File: config.mk
export PLATFORM = sky130hd
export DESIGN_NAME = move_input_scheduler
export DESIGN_NICKNAME = d
export VERILOG_FILES = /design/src/rtl/game_input_pkg.sv /design/src/rtl/move_input_scheduler_repeat_timer.sv /design/src/rtl/move_input_scheduler.sv
export SDC_FILE = /design/constraint.sdc
export NUM_CORES = 1
export LEC_CHECK = 0
export BUFFER_PORTS_ARGS = -buffer_cell sky130_fd_sc_hd__buf_2
export CAP_MARGIN = 30
export CORE_ASPECT_RATIO = 1.75
export CORE_UTILIZATION = 45
export CTS_CLUSTER_DIAMETER = 100
export DETAILED_ROUTE_END_ITERATION = 6
export GPL_ROUTABILITY_DRIVEN = 0
export HOLD_SLACK_MARGIN = 0.1
export PLACE_DENSITY = 0.69
export SETUP_SLACK_MARGIN = 0.1
export SLEW_MARGIN = 20
export SYNTH_ARGS = -nofsm -noshare
export SYNTH_HDL_FRONTEND = slang
export SYNTH_SLANG_ARGS = --single-unit
File: constraint.sdc
create_clock -name clk -period 2.9 [get_ports clk]
set_clock_uncertainty 0.15 [all_clocks]
set_input_delay 0 -clock clk [delete_from_list [all_inputs] [get_ports clk]]
set_output_delay 0 -clock clk [all_outputs]
set_load 0.02 [all_outputs]
File: src/rtl/game_input_pkg.sv
// Shared definitions for the 2048 button-input path.
// Holds the direction encoding used on move_dir, the scheduler state enum,
// the default timing constants for a 25 MHz clock and the press priority
// encoder.
package game_input_pkg;

   localparam logic [1:0] DIR_UP    = 2'd0;
   localparam logic [1:0] DIR_RIGHT = 2'd1;
   localparam logic [1:0] DIR_DOWN  = 2'd2;
   localparam logic [1:0] DIR_LEFT  = 2'd3;

   typedef enum logic [1:0] {
      IDLE  = 2'd0,
      ISSUE = 2'd1,
      HOLD  = 2'd2
   } sched_state_e;

   // 500 ms first repeat, 200 ms subsequent repeats at 25 MHz
   localparam int unsigned DEF_REPEAT_DELAY = 12_500_000;
   localparam int unsigned DEF_REPEAT_RATE  = 5_000_000;
   localparam int unsigned DEF_CNT_W        = 24;

   // Lowest button index wins: up > right > down > left
   function automatic logic [1:0] prio_dir(input logic [3:0] e);
      logic [1:0] d;
      d = DIR_UP;
      if (e[0])      d = DIR_UP;
      else if (e[1]) d = DIR_RIGHT;
      else if (e[2]) d = DIR_DOWN;
      else if (e[3]) d = DIR_LEFT;
      return d;
   endfunction

endpackage

File: src/rtl/move_input_scheduler_repeat_timer.sv
// repeat_timer: loadable down-counter used for button auto-repeat.
// Ports:
//   clk, rst_n  - clock, synchronous active-low reset
//   load        - load load_val this cycle (wins over en)
//   load_val    - value loaded on load
//   en          - count down by one this cycle; saturates at zero
//   zero        - counter currently equals zero
module repeat_timer
   import game_input_pkg::*;
#(
   parameter int unsigned CNT_W = DEF_CNT_W
) (
   input  logic             clk,
   input  logic             rst_n,
   input  logic             load,
   input  logic [CNT_W-1:0] load_val,
   input  logic             en,
   output logic             zero
);

   logic [CNT_W-1:0] cnt_q;
   logic [CNT_W-1:0] cnt_d;

   always_comb begin
      cnt_d = cnt_q;
      if (load) begin
         cnt_d = load_val;
      end else if (en && (cnt_q != '0)) begin
         cnt_d = cnt_q - 1'b1;
      end
   end

   always_ff @(posedge clk) begin
      if (!rst_n) begin
         cnt_q <= '0;
      end else begin
         cnt_q <= cnt_d;
      end
   end

   assign zero = (cnt_q == '0);

endmodule

File: src/rtl/move_input_scheduler.sv
// move_input_scheduler: turns the four debounced direction buttons into
// single move commands on a valid/ready handshake, with fixed-priority
// resolution of simultaneous presses and optional auto-repeat while held.
// Ports:
//   clk, rst_n  - 25 MHz clock, synchronous active-low reset
//   btn[3:0]    - debounced buttons: [0] up, [1] right, [2] down, [3] left
//   move_ready  - engine accepts the pending command this cycle
//   move_valid  - a command is pending
//   move_dir    - 0 up, 1 right, 2 down, 3 left (valid with move_valid)
//   move_repeat - pending command is an auto-repeat
//   overrun     - one-cycle pulse when a press edge was dropped
module move_input_scheduler
   import game_input_pkg::*;
#(
   parameter bit          REPEAT_EN    = 1'b1,
   parameter int unsigned REPEAT_DELAY = DEF_REPEAT_DELAY,
   parameter int unsigned REPEAT_RATE  = DEF_REPEAT_RATE,
   parameter int unsigned CNT_W        = DEF_CNT_W
) (
   input  logic       clk,
   input  logic       rst_n,
   input  logic [3:0] btn,
   input  logic       move_ready,
   output logic       move_valid,
   output logic [1:0] move_dir,
   output logic       move_repeat,
   output logic       overrun
);

   localparam logic [CNT_W-1:0] LOAD_FIRST  = CNT_W'(REPEAT_DELAY - 1);
   localparam logic [CNT_W-1:0] LOAD_REPEAT = CNT_W'(REPEAT_RATE - 1);

   sched_state_e     state_q, state_d;
   logic [3:0]       btn_q;
   logic             valid_q, valid_d;
   logic [1:0]       dir_q, dir_d;
   logic             repeat_q, repeat_d;
   logic             overrun_q, overrun_d;

   logic [3:0]       btn_edge;
   logic [1:0]       win_dir;
   logic             multi_edge;
   logic             held;
   logic             tmr_load;
   logic [CNT_W-1:0] tmr_load_val;
   logic             tmr_en;
   logic             tmr_zero;

   assign btn_edge   = btn & ~btn_q;
   assign win_dir    = prio_dir(btn_edge);
   // More than one bit set: clearing the lowest set bit leaves something
   assign multi_edge = |(btn_edge & (btn_edge - 4'd1));
   assign held       = btn[dir_q];
   assign tmr_en     = (state_q == HOLD);

   repeat_timer #(
      .CNT_W(CNT_W)
   ) u_repeat_timer (
      .clk      (clk),
      .rst_n    (rst_n),
      .load     (tmr_load),
      .load_val (tmr_load_val),
      .en       (tmr_en),
      .zero     (tmr_zero)
   );

   always_comb begin
      state_d      = state_q;
      valid_d      = valid_q;
      dir_d        = dir_q;
      repeat_d     = repeat_q;
      overrun_d    = 1'b0;
      tmr_load     = 1'b0;
      tmr_load_val = '0;

      case (state_q)
         IDLE: begin
            if (|btn_edge) begin
               valid_d   = 1'b1;
               dir_d     = win_dir;
               repeat_d  = 1'b0;
               overrun_d = multi_edge;
               state_d   = ISSUE;
            end
         end

         ISSUE: begin
            // A command is already pending, so every new press is lost
            overrun_d = |btn_edge;
            if (valid_q && move_ready) begin
               valid_d = 1'b0;
               if (REPEAT_EN && held) begin
                  state_d      = HOLD;
                  tmr_load     = 1'b1;
                  tmr_load_val = repeat_q ? LOAD_REPEAT : LOAD_FIRST;
               end else begin
                  state_d = IDLE;
               end
            end
         end

         HOLD: begin
            // A fresh press always beats the repeat of the held button
            if (|btn_edge) begin
               valid_d   = 1'b1;
               dir_d     = win_dir;
               repeat_d  = 1'b0;
               overrun_d = multi_edge;
               state_d   = ISSUE;
            end else if (!held) begin
               state_d = IDLE;
            end else if (tmr_zero) begin
               valid_d  = 1'b1;
               repeat_d = 1'b1;
               state_d  = ISSUE;
            end
         end

         default: begin
            state_d = IDLE;
            valid_d = 1'b0;
         end
      endcase
   end

   always_ff @(posedge clk) begin
      if (!rst_n) begin
         state_q   <= IDLE;
         btn_q     <= '0;
         valid_q   <= 1'b0;
         dir_q     <= DIR_UP;
         repeat_q  <= 1'b0;
         overrun_q <= 1'b0;
      end else begin
         state_q   <= state_d;
         btn_q     <= btn;
         valid_q   <= valid_d;
         dir_q     <= dir_d;
         repeat_q  <= repeat_d;
         overrun_q <= overrun_d;
      end
   end

   assign move_valid  = valid_q;
   assign move_dir    = dir_q;
   assign move_repeat = repeat_q;
   assign overrun     = overrun_q;

endmodule

==> impl_metrics.toml <==
[yosys]
synthAdderAreaFrac = 0.0136
ys_ff_latch = 35
synth-edff-count = 0
synth_xor_xnor_area_share = 0.0191
syn_inst = 210
synth_compound_area_frac = 0.218
syn_area_um2 = 1840
synth_mux_area_frac = 0.0123
synth_flop_cell = "dfxtp_1"
yosys_warnings = 0
synth_top_family_by_area = "simple AND/OR/NAND/NOR gates"
ys_async_sr_fraction = 0
netlist-cell-type-count = 45
synthSimpleGateAreaFrac = 0.308
ys_seq_area_frac = 0.381
syn_area_per_cell_um2 = 8.75
mappedNetlistNets = 219

[sta]
period_share = 0.858
period_needed_ps = 2490
grt_setup_unrepaired = "false"
hold_viol = 0
setup_viol = 0
worst_pin_slew_ps = 886
fin_hold_ws_ps = 361
final-max-slew-violation-count = 0
tns_ps = 0
max_freq_mhz = 402
relSlewSlack = 0.410

[routing]
drtIter0Drc = 72
vias = 1781
maxUsedRoutingLayer = "met4"
wl_um = 4980
wl_met1_um = 1780
first_pass_iters = 4
route.met2.wl_um = 2670
wire_per_inst_um = 17.7
met3WireLength_um = 199
vias_per_cell = 6.32
drtAntennaViolNets = 0
drc_errors = 0

[layout]
drive_gt1_frac = 0.128
final_cells = 282
fin_area_um2 = 2110
diodes = 0
final_util = 0.542
final_common_cell = "dfxtp_1"
final_nets = 242
area_growth_pct = 15.1
fillers = 394
final_cell_mix = "35 x dfxtp_1, 19 x nor2_1, 13 x or4_1, 13 x a31oi_1, 11 x buf_2"

[place]
dpl.hpwl_um = 3570
placed_cell_area_um2 = 1930
numPortBuffers = 11
dp.cells = 264

[status]
status = "finished, final reports clean"

[global_routing]
grt_pass1_vias = 1688
grt_pass1_wl_um = 8020
antenna_found_initial = 0
overflow = 0
grtUsageTotal = 0.248
grt_max_degree = 30

[setup_path]
path_max_fanout = 10
critPathLaunchType = "flip-flop"
cp_data_arrival_time_ps = 2540
required_ps = 2950
crit_type = "flip-flop to flip-flop"
crit_path_end_kind = "flip-flop"

[min_path]
hp-class = "flip-flop to flip-flop"

[power_and_ir_drop]
powerDensity_nw_per_um2 = 546
ir_worst_vdd_mv = 0.396
leakage_uw = 0.000804

[clock_tree]
cts_buffers = 5
cts_setup_buffers = 0
cts_tree = "built"
cts.clk_slew.worst_paths_ps = 70
clockBufferDepth = 2
worstSkewPairLatency_ps = 290
clock_sinks = 35
cts_root_buf = "clkbuf_8"
htree_levels = 2

[floorplan]
die_w_um = 50.3
die_h_um = 86.5
ioPinCount = 12
std_cell_rows = 30
die_area_um2 = 4350
start_util = 0.471
core_um2 = 3900

[run]
maxCapViolations = 0
[layer usage]
metal | vias up | global-route usage
met5 | - | 0
met4 | 0 | 0.172
met3 | 25 | 0.0474
met2 | 60 | 0.450
met1 | 821 | 0.244
li1 | 875 | -
[worst max-delay path, stage by stage, from the launching register on]
cell	delay, ps
dfxtp_1	370
inv_1	100
ha_1	200
nor2b_1	130
and4_1	240
a21oi_1	720
a311oi_1	190
a311oi_1	290
[kinds of logic (layout without fill, tap and decap cells)]
group	count (synthesis)	after routing
and+or+nand+nor	97	97
AOI/OAI and AO/OA	57	57
DFF	35	35
buffers and inverters	14	38
xor gates and xnor gates	4	4
adders and majority gates	2	2
muxes	1	1
[path summary, 6_finish.rpt]
check / startpoint / end / slack, ps / cells after the start
worst max register to register: u_repeat_timer.cnt_q[0] / u_repeat_timer.cnt_q[21] / 410 / 7
worst max-delay path: u_repeat_timer.cnt_q[0] / u_repeat_timer.cnt_q[21] / 410 / 7
worst min-delay path: u_repeat_timer.cnt_q[14] / u_repeat_timer.cnt_q[14] / 360 / 2
worst min register to register: u_repeat_timer.cnt_q[14] / u_repeat_timer.cnt_q[14] / 360 / 2
[what timing repair did]
action / in CTS / in global routing
hold buffers: 10 / 0
gates resized for setup: 0 / 0
hold endpoints to repair: 14 / 0
[cells in the mapped netlist, drive strengths merged (2+ instances only)]
library cell   n  share of area
o211ai         2         0.0082
a31oi         13          0.044
o31a           2         0.0095
o21ai          7          0.021
nor3          10          0.027
nor2b          7          0.024
nor2          19          0.039
nand2          7          0.014
a311oi         4          0.019
dfxtp         35           0.38
xor2           3          0.014
clkbuf         6          0.012
nor4           8          0.031
ha             2          0.014
inv            3         0.0061
o31ai          7          0.029
nand2b         6          0.020
and2           4          0.014
or4           14          0.059
or2            2         0.0068
or3            7          0.024
o21a           2         0.0082
a21oi          8          0.022
and4           3          0.014
and3           2         0.0068
o41ai          2         0.0095
nand3          3         0.0082
buf            5          0.029
nand4          3          0.010
a211oi         4          0.016
[registers in the layout (all words and copies together), names as in the netlist]
name,count
move_repeat,1
move_dir,2
move_valid,1
btn_q,4
state_q,2
u_repeat_timer.cnt_q,24
overrun,1
[where the power goes]
group / switching [uW] / internal, uW / total (uW)
combinational: 172 / 108 / 280
clock: 177 / 169 / 346
sequential: 23.9 / 504 / 527
total: 374 / 780 / 1150
[per-stage QoR]
stage / setup slack (ps) / power (uW)
2_1_floorplan: 502 / 729
3_3_place_gp: 489 / 805
3_5_place_dp: 458 / 804
4_1_cts: 458 / 1150
5_1_grt: 247 / 1210
6_report: 412 / 1150
[cell type report]
class                           instances  area [um2]  area share
Sequential cell                        35         701       0.331
Clock inverter                          1        5.00     0.00237
Inverter                                3        11.3     0.00533
Tap cell                               48        60.1      0.0284
Clock buffer                            7        76.3      0.0361
Multi-Input combinational cell        161        1050       0.496
Timing Repair Buffer                   27         213       0.101
No activity file was read; power rests on OpenSTA's default activity.
